## src/rtl/uart_tx_arbiter_if.sv

```systemverilog
// Handshake bundle between NUM_REQ byte producers, the UART TX arbiter and the
// transmitter's byte-load port.
interface uart_tx_arbiter_if #(
    parameter int NUM_REQ    = 4,
    parameter int REQ_IDX_W  = 2,
    parameter int DATA_WIDTH = 8
);
    logic [NUM_REQ-1:0]            req_valid_i;
    logic [NUM_REQ*DATA_WIDTH-1:0] req_data_i;
    logic [NUM_REQ-1:0]            req_last_i;
    logic [NUM_REQ-1:0]            req_ready_o;
    logic [DATA_WIDTH-1:0]         tx_data_o;
    logic                          tx_valid_o;
    logic                          tx_accept_i;
    logic                          tx_done_i;
    logic [REQ_IDX_W-1:0]          grant_o;
    logic                          grant_valid_o;
    logic                          pkt_abort_o;

    // Arbiter side.
    modport slave (
        input  req_valid_i, req_data_i, req_last_i, tx_accept_i, tx_done_i,
        output req_ready_o, tx_data_o, tx_valid_o, grant_o, grant_valid_o, pkt_abort_o
    );

    // Producer/transmitter side.
    modport master (
        output req_valid_i, req_data_i, req_last_i, tx_accept_i, tx_done_i,
        input  req_ready_o, tx_data_o, tx_valid_o, grant_o, grant_valid_o, pkt_abort_o
    );
endinterface

```

## src/rtl/uart_tx_arbiter.sv

```systemverilog
// Round-robin arbiter sharing one UART transmitter between NUM_REQ producers,
// keeping multi-byte packets contiguous with an idle-timeout lock release.
module uart_tx_arbiter #(
    parameter int NUM_REQ      = 4,
    parameter int REQ_IDX_W    = 2,
    parameter int DATA_WIDTH   = 8,
    parameter int LOCK_TIMEOUT = 1024
) (
    input logic              CLK,
    input logic              RSTN,
    uart_tx_arbiter_if.slave bus
);
    localparam int CNT_W = $clog2(LOCK_TIMEOUT);
    localparam logic [CNT_W-1:0] CNT_LAST = CNT_W'(LOCK_TIMEOUT - 1);

    typedef enum logic [1:0] {IDLE, LOAD, WAIT, HOLD} state_e;

    state_e                state_q, state_d;
    logic [REQ_IDX_W-1:0]  rr_ptr_q, rr_ptr_d;
    logic [REQ_IDX_W-1:0]  grant_q, grant_d;
    logic                  locked_q, locked_d;
    logic [CNT_W-1:0]      cnt_q, cnt_d;
    logic [DATA_WIDTH-1:0] hold_data_q, hold_data_d;
    logic                  abort_q, abort_d;

    logic                  cand_found;
    logic [REQ_IDX_W-1:0]  cand_idx;
    logic [REQ_IDX_W-1:0]  sel_idx;
    logic                  sel_valid;
    logic                  sel_last;
    logic [DATA_WIDTH-1:0] sel_data;
    logic [NUM_REQ-1:0]    req_ready;
    logic [REQ_IDX_W-1:0]  grant_next;

    // Rotating the doubled valid vector puts rr_ptr at bit 0, so the first set
    // bit is the round-robin candidate without a variable-width index.
    always_comb begin
        logic [2*NUM_REQ-1:0] valid_rot;
        int                   pos;
        // NOTE: every combinational output gets a default first; a missed branch would otherwise infer a latch.
        cand_found = 1'b0;
        cand_idx   = '0;
        pos        = 0;
        valid_rot  = {bus.req_valid_i, bus.req_valid_i} >> rr_ptr_q;
        for (int k = 0; k < NUM_REQ; k++) begin
            if (!cand_found && valid_rot[k]) begin
                cand_found = 1'b1;
                pos        = int'(rr_ptr_q) + k;
                if (pos >= NUM_REQ) pos = pos - NUM_REQ;
                cand_idx   = REQ_IDX_W'(pos);
            end
        end
    end

    always_comb begin
        sel_idx   = (state_q == HOLD) ? grant_q : cand_idx;
        sel_valid = 1'b0;
        sel_last  = 1'b0;
        sel_data  = '0;
        req_ready = '0;
        for (int i = 0; i < NUM_REQ; i++) begin
            if (REQ_IDX_W'(i) == sel_idx) begin
                sel_valid = bus.req_valid_i[i];
                sel_last  = bus.req_last_i[i];
                sel_data  = bus.req_data_i[i*DATA_WIDTH +: DATA_WIDTH];
                req_ready[i] = (state_q == HOLD) || (state_q == IDLE && cand_found);
            end
        end
    end

    assign grant_next = (grant_q == REQ_IDX_W'(NUM_REQ - 1)) ? '0 : grant_q + REQ_IDX_W'(1);

    always_comb begin
        state_d     = state_q;
        rr_ptr_d    = rr_ptr_q;
        grant_d     = grant_q;
        locked_d    = locked_q;
        cnt_d       = cnt_q;
        hold_data_d = hold_data_q;
        abort_d     = 1'b0;
        unique case (state_q)
            IDLE: begin
                if (cand_found) begin
                    hold_data_d = sel_data;
                    grant_d     = cand_idx;
                    locked_d    = !sel_last;
                    state_d     = LOAD;
                end
            end
            LOAD: begin
                if (bus.tx_accept_i) state_d = WAIT;
            end
            WAIT: begin
                if (bus.tx_done_i) begin
                    if (locked_q) begin
                        cnt_d   = '0;
                        state_d = HOLD;
                    end else begin
                        rr_ptr_d = grant_next;
                        state_d  = IDLE;
                    end
                end
            end
            HOLD: begin
                // A byte arriving on the final count wins over the timeout.
                if (sel_valid) begin
                    hold_data_d = sel_data;
                    locked_d    = !sel_last;
                    state_d     = LOAD;
                end else if (cnt_q == CNT_LAST) begin
                    abort_d  = 1'b1;
                    locked_d = 1'b0;
                    rr_ptr_d = grant_next;
                    state_d  = IDLE;
                end else begin
                    cnt_d = cnt_q + CNT_W'(1);
                end
            end
            default: state_d = IDLE;
        endcase
    end

    // NOTE: sequential state uses non-blocking assignments so all flops sample pre-edge values together.
    always_ff @(posedge CLK or negedge RSTN) begin
        if (!RSTN) begin
            state_q     <= IDLE;
            rr_ptr_q    <= '0;
            grant_q     <= '0;
            locked_q    <= 1'b0;
            cnt_q       <= '0;
            hold_data_q <= '0;
            abort_q     <= 1'b0;
        end else begin
            state_q     <= state_d;
            rr_ptr_q    <= rr_ptr_d;
            grant_q     <= grant_d;
            locked_q    <= locked_d;
            cnt_q       <= cnt_d;
            hold_data_q <= hold_data_d;
            abort_q     <= abort_d;
        end
    end

    assign bus.req_ready_o   = req_ready;
    assign bus.tx_valid_o    = (state_q == LOAD);
    assign bus.tx_data_o     = hold_data_q;
    assign bus.grant_o       = grant_q;
    assign bus.grant_valid_o = (state_q != IDLE);
    assign bus.pkt_abort_o   = abort_q;
endmodule
```

## src/flat_wrapper.sv

```systemverilog
// flat-port wrapper written by rule: the top's interface ports become plain ports
module uart_tx_arbiter_flat 
#(
    parameter int NUM_REQ      = 4,
    parameter int REQ_IDX_W    = 2,
    parameter int DATA_WIDTH   = 8,
    parameter int LOCK_TIMEOUT = 1024
)
  (CLK, RSTN, bus_req_valid_i, bus_req_data_i, bus_req_last_i, bus_tx_accept_i, bus_tx_done_i, bus_req_ready_o, bus_tx_data_o, bus_tx_valid_o, bus_grant_o, bus_grant_valid_o, bus_pkt_abort_o);
  uart_tx_arbiter_if #(.NUM_REQ(NUM_REQ), .REQ_IDX_W(REQ_IDX_W), .DATA_WIDTH(DATA_WIDTH)) bus_i ();
  input logic CLK;
  input logic RSTN;
  input wire logic [$bits(bus_i.req_valid_i)-1:0] bus_req_valid_i;
  input wire logic [$bits(bus_i.req_data_i)-1:0] bus_req_data_i;
  input wire logic [$bits(bus_i.req_last_i)-1:0] bus_req_last_i;
  input wire logic [$bits(bus_i.tx_accept_i)-1:0] bus_tx_accept_i;
  input wire logic [$bits(bus_i.tx_done_i)-1:0] bus_tx_done_i;
  output wire logic [$bits(bus_i.req_ready_o)-1:0] bus_req_ready_o;
  output wire logic [$bits(bus_i.tx_data_o)-1:0] bus_tx_data_o;
  output wire logic [$bits(bus_i.tx_valid_o)-1:0] bus_tx_valid_o;
  output wire logic [$bits(bus_i.grant_o)-1:0] bus_grant_o;
  output wire logic [$bits(bus_i.grant_valid_o)-1:0] bus_grant_valid_o;
  output wire logic [$bits(bus_i.pkt_abort_o)-1:0] bus_pkt_abort_o;
  assign bus_i.req_valid_i = bus_req_valid_i;
  assign bus_i.req_data_i = bus_req_data_i;
  assign bus_i.req_last_i = bus_req_last_i;
  assign bus_i.tx_accept_i = bus_tx_accept_i;
  assign bus_i.tx_done_i = bus_tx_done_i;
  assign bus_req_ready_o = bus_i.req_ready_o;
  assign bus_tx_data_o = bus_i.tx_data_o;
  assign bus_tx_valid_o = bus_i.tx_valid_o;
  assign bus_grant_o = bus_i.grant_o;
  assign bus_grant_valid_o = bus_i.grant_valid_o;
  assign bus_pkt_abort_o = bus_i.pkt_abort_o;
  uart_tx_arbiter #(.NUM_REQ(NUM_REQ), .REQ_IDX_W(REQ_IDX_W), .DATA_WIDTH(DATA_WIDTH), .LOCK_TIMEOUT(LOCK_TIMEOUT)) u_core (.CLK(CLK), .RSTN(RSTN), .bus(bus_i));
endmodule
```

## config.mk

```make
export PLATFORM = sky130hd
export DESIGN_NAME = uart_tx_arbiter_flat
export DESIGN_NICKNAME = d
export VERILOG_FILES = /design/src/rtl/uart_tx_arbiter_if.sv /design/src/rtl/uart_tx_arbiter.sv /design/src/flat_wrapper.sv
export SDC_FILE = /design/constraint.sdc
export NUM_CORES = 1
export LEC_CHECK = 0
export ABC_AREA = 1
export CORE_MARGIN = 4
export CORE_UTILIZATION = 52
export DETAILED_ROUTE_END_ITERATION = 6
export PLACE_DENSITY = 0.87
export SYNTH_ARGS = -nofsm -noshare
export SYNTH_HDL_FRONTEND = slang
export SYNTH_SLANG_ARGS = --single-unit
```

## constraint.sdc

```tcl
create_clock -name CLK -period 5.9 [get_ports CLK]
set_input_delay 1.77 -clock CLK [delete_from_list [all_inputs] [get_ports CLK]]
set_output_delay 1.77 -clock CLK [all_outputs]
set_load 0.1 [all_outputs]
```

==> impl_metrics.py <==
metrics = {
    "run_status": {
        "status": "complete, no violations",
    },
    "critical_path": {
        "endpoint_kind": "output port",
        "critPathKind": "in -> out",
        "startpoint_type": "primary input",
        "critPathMaxFanout": 12,
        "worstReg2RegEnd": "u_core.cnt_q[1]$_DFFE_PN0P_",
        "crit_start": "bus_req_valid_i[1]",
        "regToRegSetupSlack_ps": 3220,
        "r2r_cells": 17,
        "regToRegStartpoint": "u_core.rr_ptr_q[0]$_DFFE_PN0P_",
        "required_ps": 4130,
        "cp_data_arrival_time_ps": 3930,
    },
    "timing": {
        "hold_violations": 0,
        "worst-slew-pin-transition_ps": 995,
        "slew_headroom_pct": 33.4,
        "rsz0062_at_grt": "false",
        "fin_hold_ws_ps": 494,
        "period_share_pct": 96.7,
        "timing.final.max_slew_violations": 0,
        "setup_viol": 0,
        "setup_tns_ps": 0,
        "max_freq_mhz": 175,
        "min_period_ps": 5700,
        "finClkSkew_ps": 10.9,
    },
    "synthesis": {
        "synth_top_family_by_area": "simple AND/OR/NAND/NOR gates",
        "syn_nets": 362,
        "synth_fa_ha_area_share_pct": 3.45,
        "synthArstFlopShare_pct": 100,
        "synth-seq-cells": 26,
        "synth_warnings": 0,
        "synth.most_common_cell": "nand2_1",
        "synth_edf_count": 0,
        "mappedNetlistArea_mm2": 0.00218,
        "ys_top_cells_by_count": "nand2_1 (104), inv_1 (27), dfrtp_1 (26)",
        "synth_simple_gate_area_share_pct": 46.3,
        "synth-xor-area-share_pct": 2.41,
        "syn_inst": 312,
        "ys_seq_area_share_pct": 29.9,
        "syn_avg_cell_area_um2": 6.98,
        "yosysTopAreaCell": "dfrtp_1",
        "netlist.area_leader.share_pct": 29.9,
        "muxShareOfSynthArea_pct": 0,
        "synth_flop_cell": "dfrtp_1",
        "synthDistinctLibCells": 36,
        "ys_top_cells_by_area": "dfrtp_1 (30%), nand2_1 (18%), nand3_1 (5.1%)",
        "synth_compound_area_share_pct": 9.48,
    },
    "final_layout": {
        "final_nets": 422,
        "diodes": 0,
        "drive_above_1_share_pct": 15.6,
        "multi_input_area_mm2": 0.00135,
        "fillers": 312,
        "instances_no_fill": 421,
        "ff_latch_area_um2": 651,
        "syn_to_final_growth_pct": 33.6,
    },
    "clocking": {
        "cts_htree_levels": 1,
        "clkTransAtPathRegs_ps": 100,
        "root_buffer": "clkbuf_8",
        "hold_buffers": 0,
        "worstSkewPairLatency_ps": 280,
        "cts_buffers": 3,
        "cts_resized": 0,
        "clock-sinks": 26,
        "clockBufferDepth": 2,
        "tritoncts": "yes",
    },
    "global_routing": {
        "grt_overflow": 0,
        "grt_antenna_before_repair": 0,
        "grt_pass1_vias": 2140,
        "track_usage_pct": 23.5,
        "grt_pass1_wl_um": 9860,
        "grt_max_degree": 27,
    },
    "floorplanning": {
        "rows": 23,
        "core-area_mm2": 0.00403,
        "die_w_um": 72.7,
        "pin_count": 61,
        "die_area_mm2": 0.00529,
        "start_util_pct": 54.0,
        "die_h_um": 72.7,
    },
    "detailed_routing": {
        "drtAntennaViolNets": 0,
        "routedWlPerCell_um": 14.3,
        "drt_iter0_markers": 136,
        "num_vias": 2307,
        "firstDrtPassIters": 4,
        "avgViaCountPerCell": 5.48,
        "drt-total-wl_um": 6000,
        "remaining_drc_errors": 0,
    },
    "placed_design": {
        "gp_congestion": 0.896,
        "io_buffers": 60,
        "place_inst": 415,
        "hpwl_um": 4600,
    },
    "worst_hold_path": {
        "min_to": "u_core.bus.tx_data_o[0]$_DFFE_PN0P_",
        "whs_path_depth": 2,
        "hp-start": "u_core.bus.tx_data_o[0]$_DFFE_PN0P_",
        "hp-class": "reg -> reg",
    },
    "flow_run": {
        "drv_cap": 0,
    },
}
-- stage by stage --
step | area, um2 | utilization (%) | setup WS (ps)
5_1_grt | 2910 | 72.2 | 32.8
3_5_place_dp | 2820 | 70.1 | 152
4_1_cts | 2890 | 71.8 | 125
2_1_floorplan | 2180 | - | 78.7
6_report | 2910 | 72.2 | 197
3_3_place_gp | 2820 | 70.1 | 247
-- placed cells by master (no fill, tap or decap), types with 4 or more instances in the layout --
master | Yosys | layout
inv_1 | 27 | 27
nand3_1 | 22 | 22
nand2_2 | 10 | 10
buf_12 | 1 | 4
nor2_2 | 5 | 5
nand2_1 | 104 | 104
nor3_1 | 5 | 4
ha_1 | 6 | 6
nand2_4 | 4 | 4
nand4_1 | 14 | 14
nor2_1 | 25 | 25
o21ai_2 | 7 | 7
dfrtp_1 | 26 | 26
o21ai_0 | 7 | 7
a21oi_1 | 7 | 7
clkdlybuf4s50_1 | 0 | 56
or2_2 | 4 | 4
-- critical path, stage by stage --
cell and delay [ps]:
clkdlybuf4s50_1 500, inv_1 140, nand2_1 70, nand3_1 110, nand2_2 100, nor2_2 140
nand4_2 120, nand3_2 120, nand2_4 120, inv_1 200, nand2_1 130, nor2_1 200
buf_12 210
-- worst max path at each step --
stage                              end  cells after the start
finish              bus_req_ready_o[2]                     13
global route        bus_req_ready_o[2]                     13
CTS                 bus_req_ready_o[3]                     15
detailed placement  bus_req_ready_o[3]                     15
global placement    bus_req_ready_o[3]                     15
floorplan           bus_req_ready_o[2]                     12
-- logic make-up (layout without fill, tap and decap cells) --
family,after synthesis,in the layout
AND/OR/NAND/NOR,205,205
XOR/XNOR,6,6
adder cells (fa/ha/maj),6,6
buffers and inverters,38,97
AO/OA/AOI/OAI,31,31
flip-flops,26,26
-- final cells by class --
cell class	count	share of cell area, %
Multi-Input combinational cell	248	46.3
Timing Repair Buffer	63	22.8
Sequential cell	26	22.4
Inverter	30	3.96
Tap cell	50	2.15
Clock buffer	3	1.42
Clock inverter	1	1.03
-- registers in the layout, summed over array words and instances, names as in the netlist --
register / count
u_core.bus.grant_o: 2
u_core.bus.pkt_abort_o: 1
u_core.bus.tx_data_o: 8
u_core.cnt_q: 10
u_core.locked_q: 1
u_core.rr_ptr_q: 2
u_core.state_q: 2
-- metal layers --
| layer | up-vias | share of wire (%) | GRT usage, % |
|---|---|---|---|
| li1 | 1138 | - | - |
| met1 | 1059 | 43 | 30.7 |
| met2 | 106 | 46 | 39.1 |
| met3 | 4 | 11 | 5.79 |
| met4 | 0 | 0.72 | 5.53 |
| met5 | - | 0 | 0 |
-- repair_timing --
action                                 CTS  global route
setup buffers                            0             2
setup endpoints to repair                0             1
endpoints found under the hold margin    0             0
Power is not shown: default switching activity piles up to over one toggle a cycle in this logic, so the estimate is an artifact.
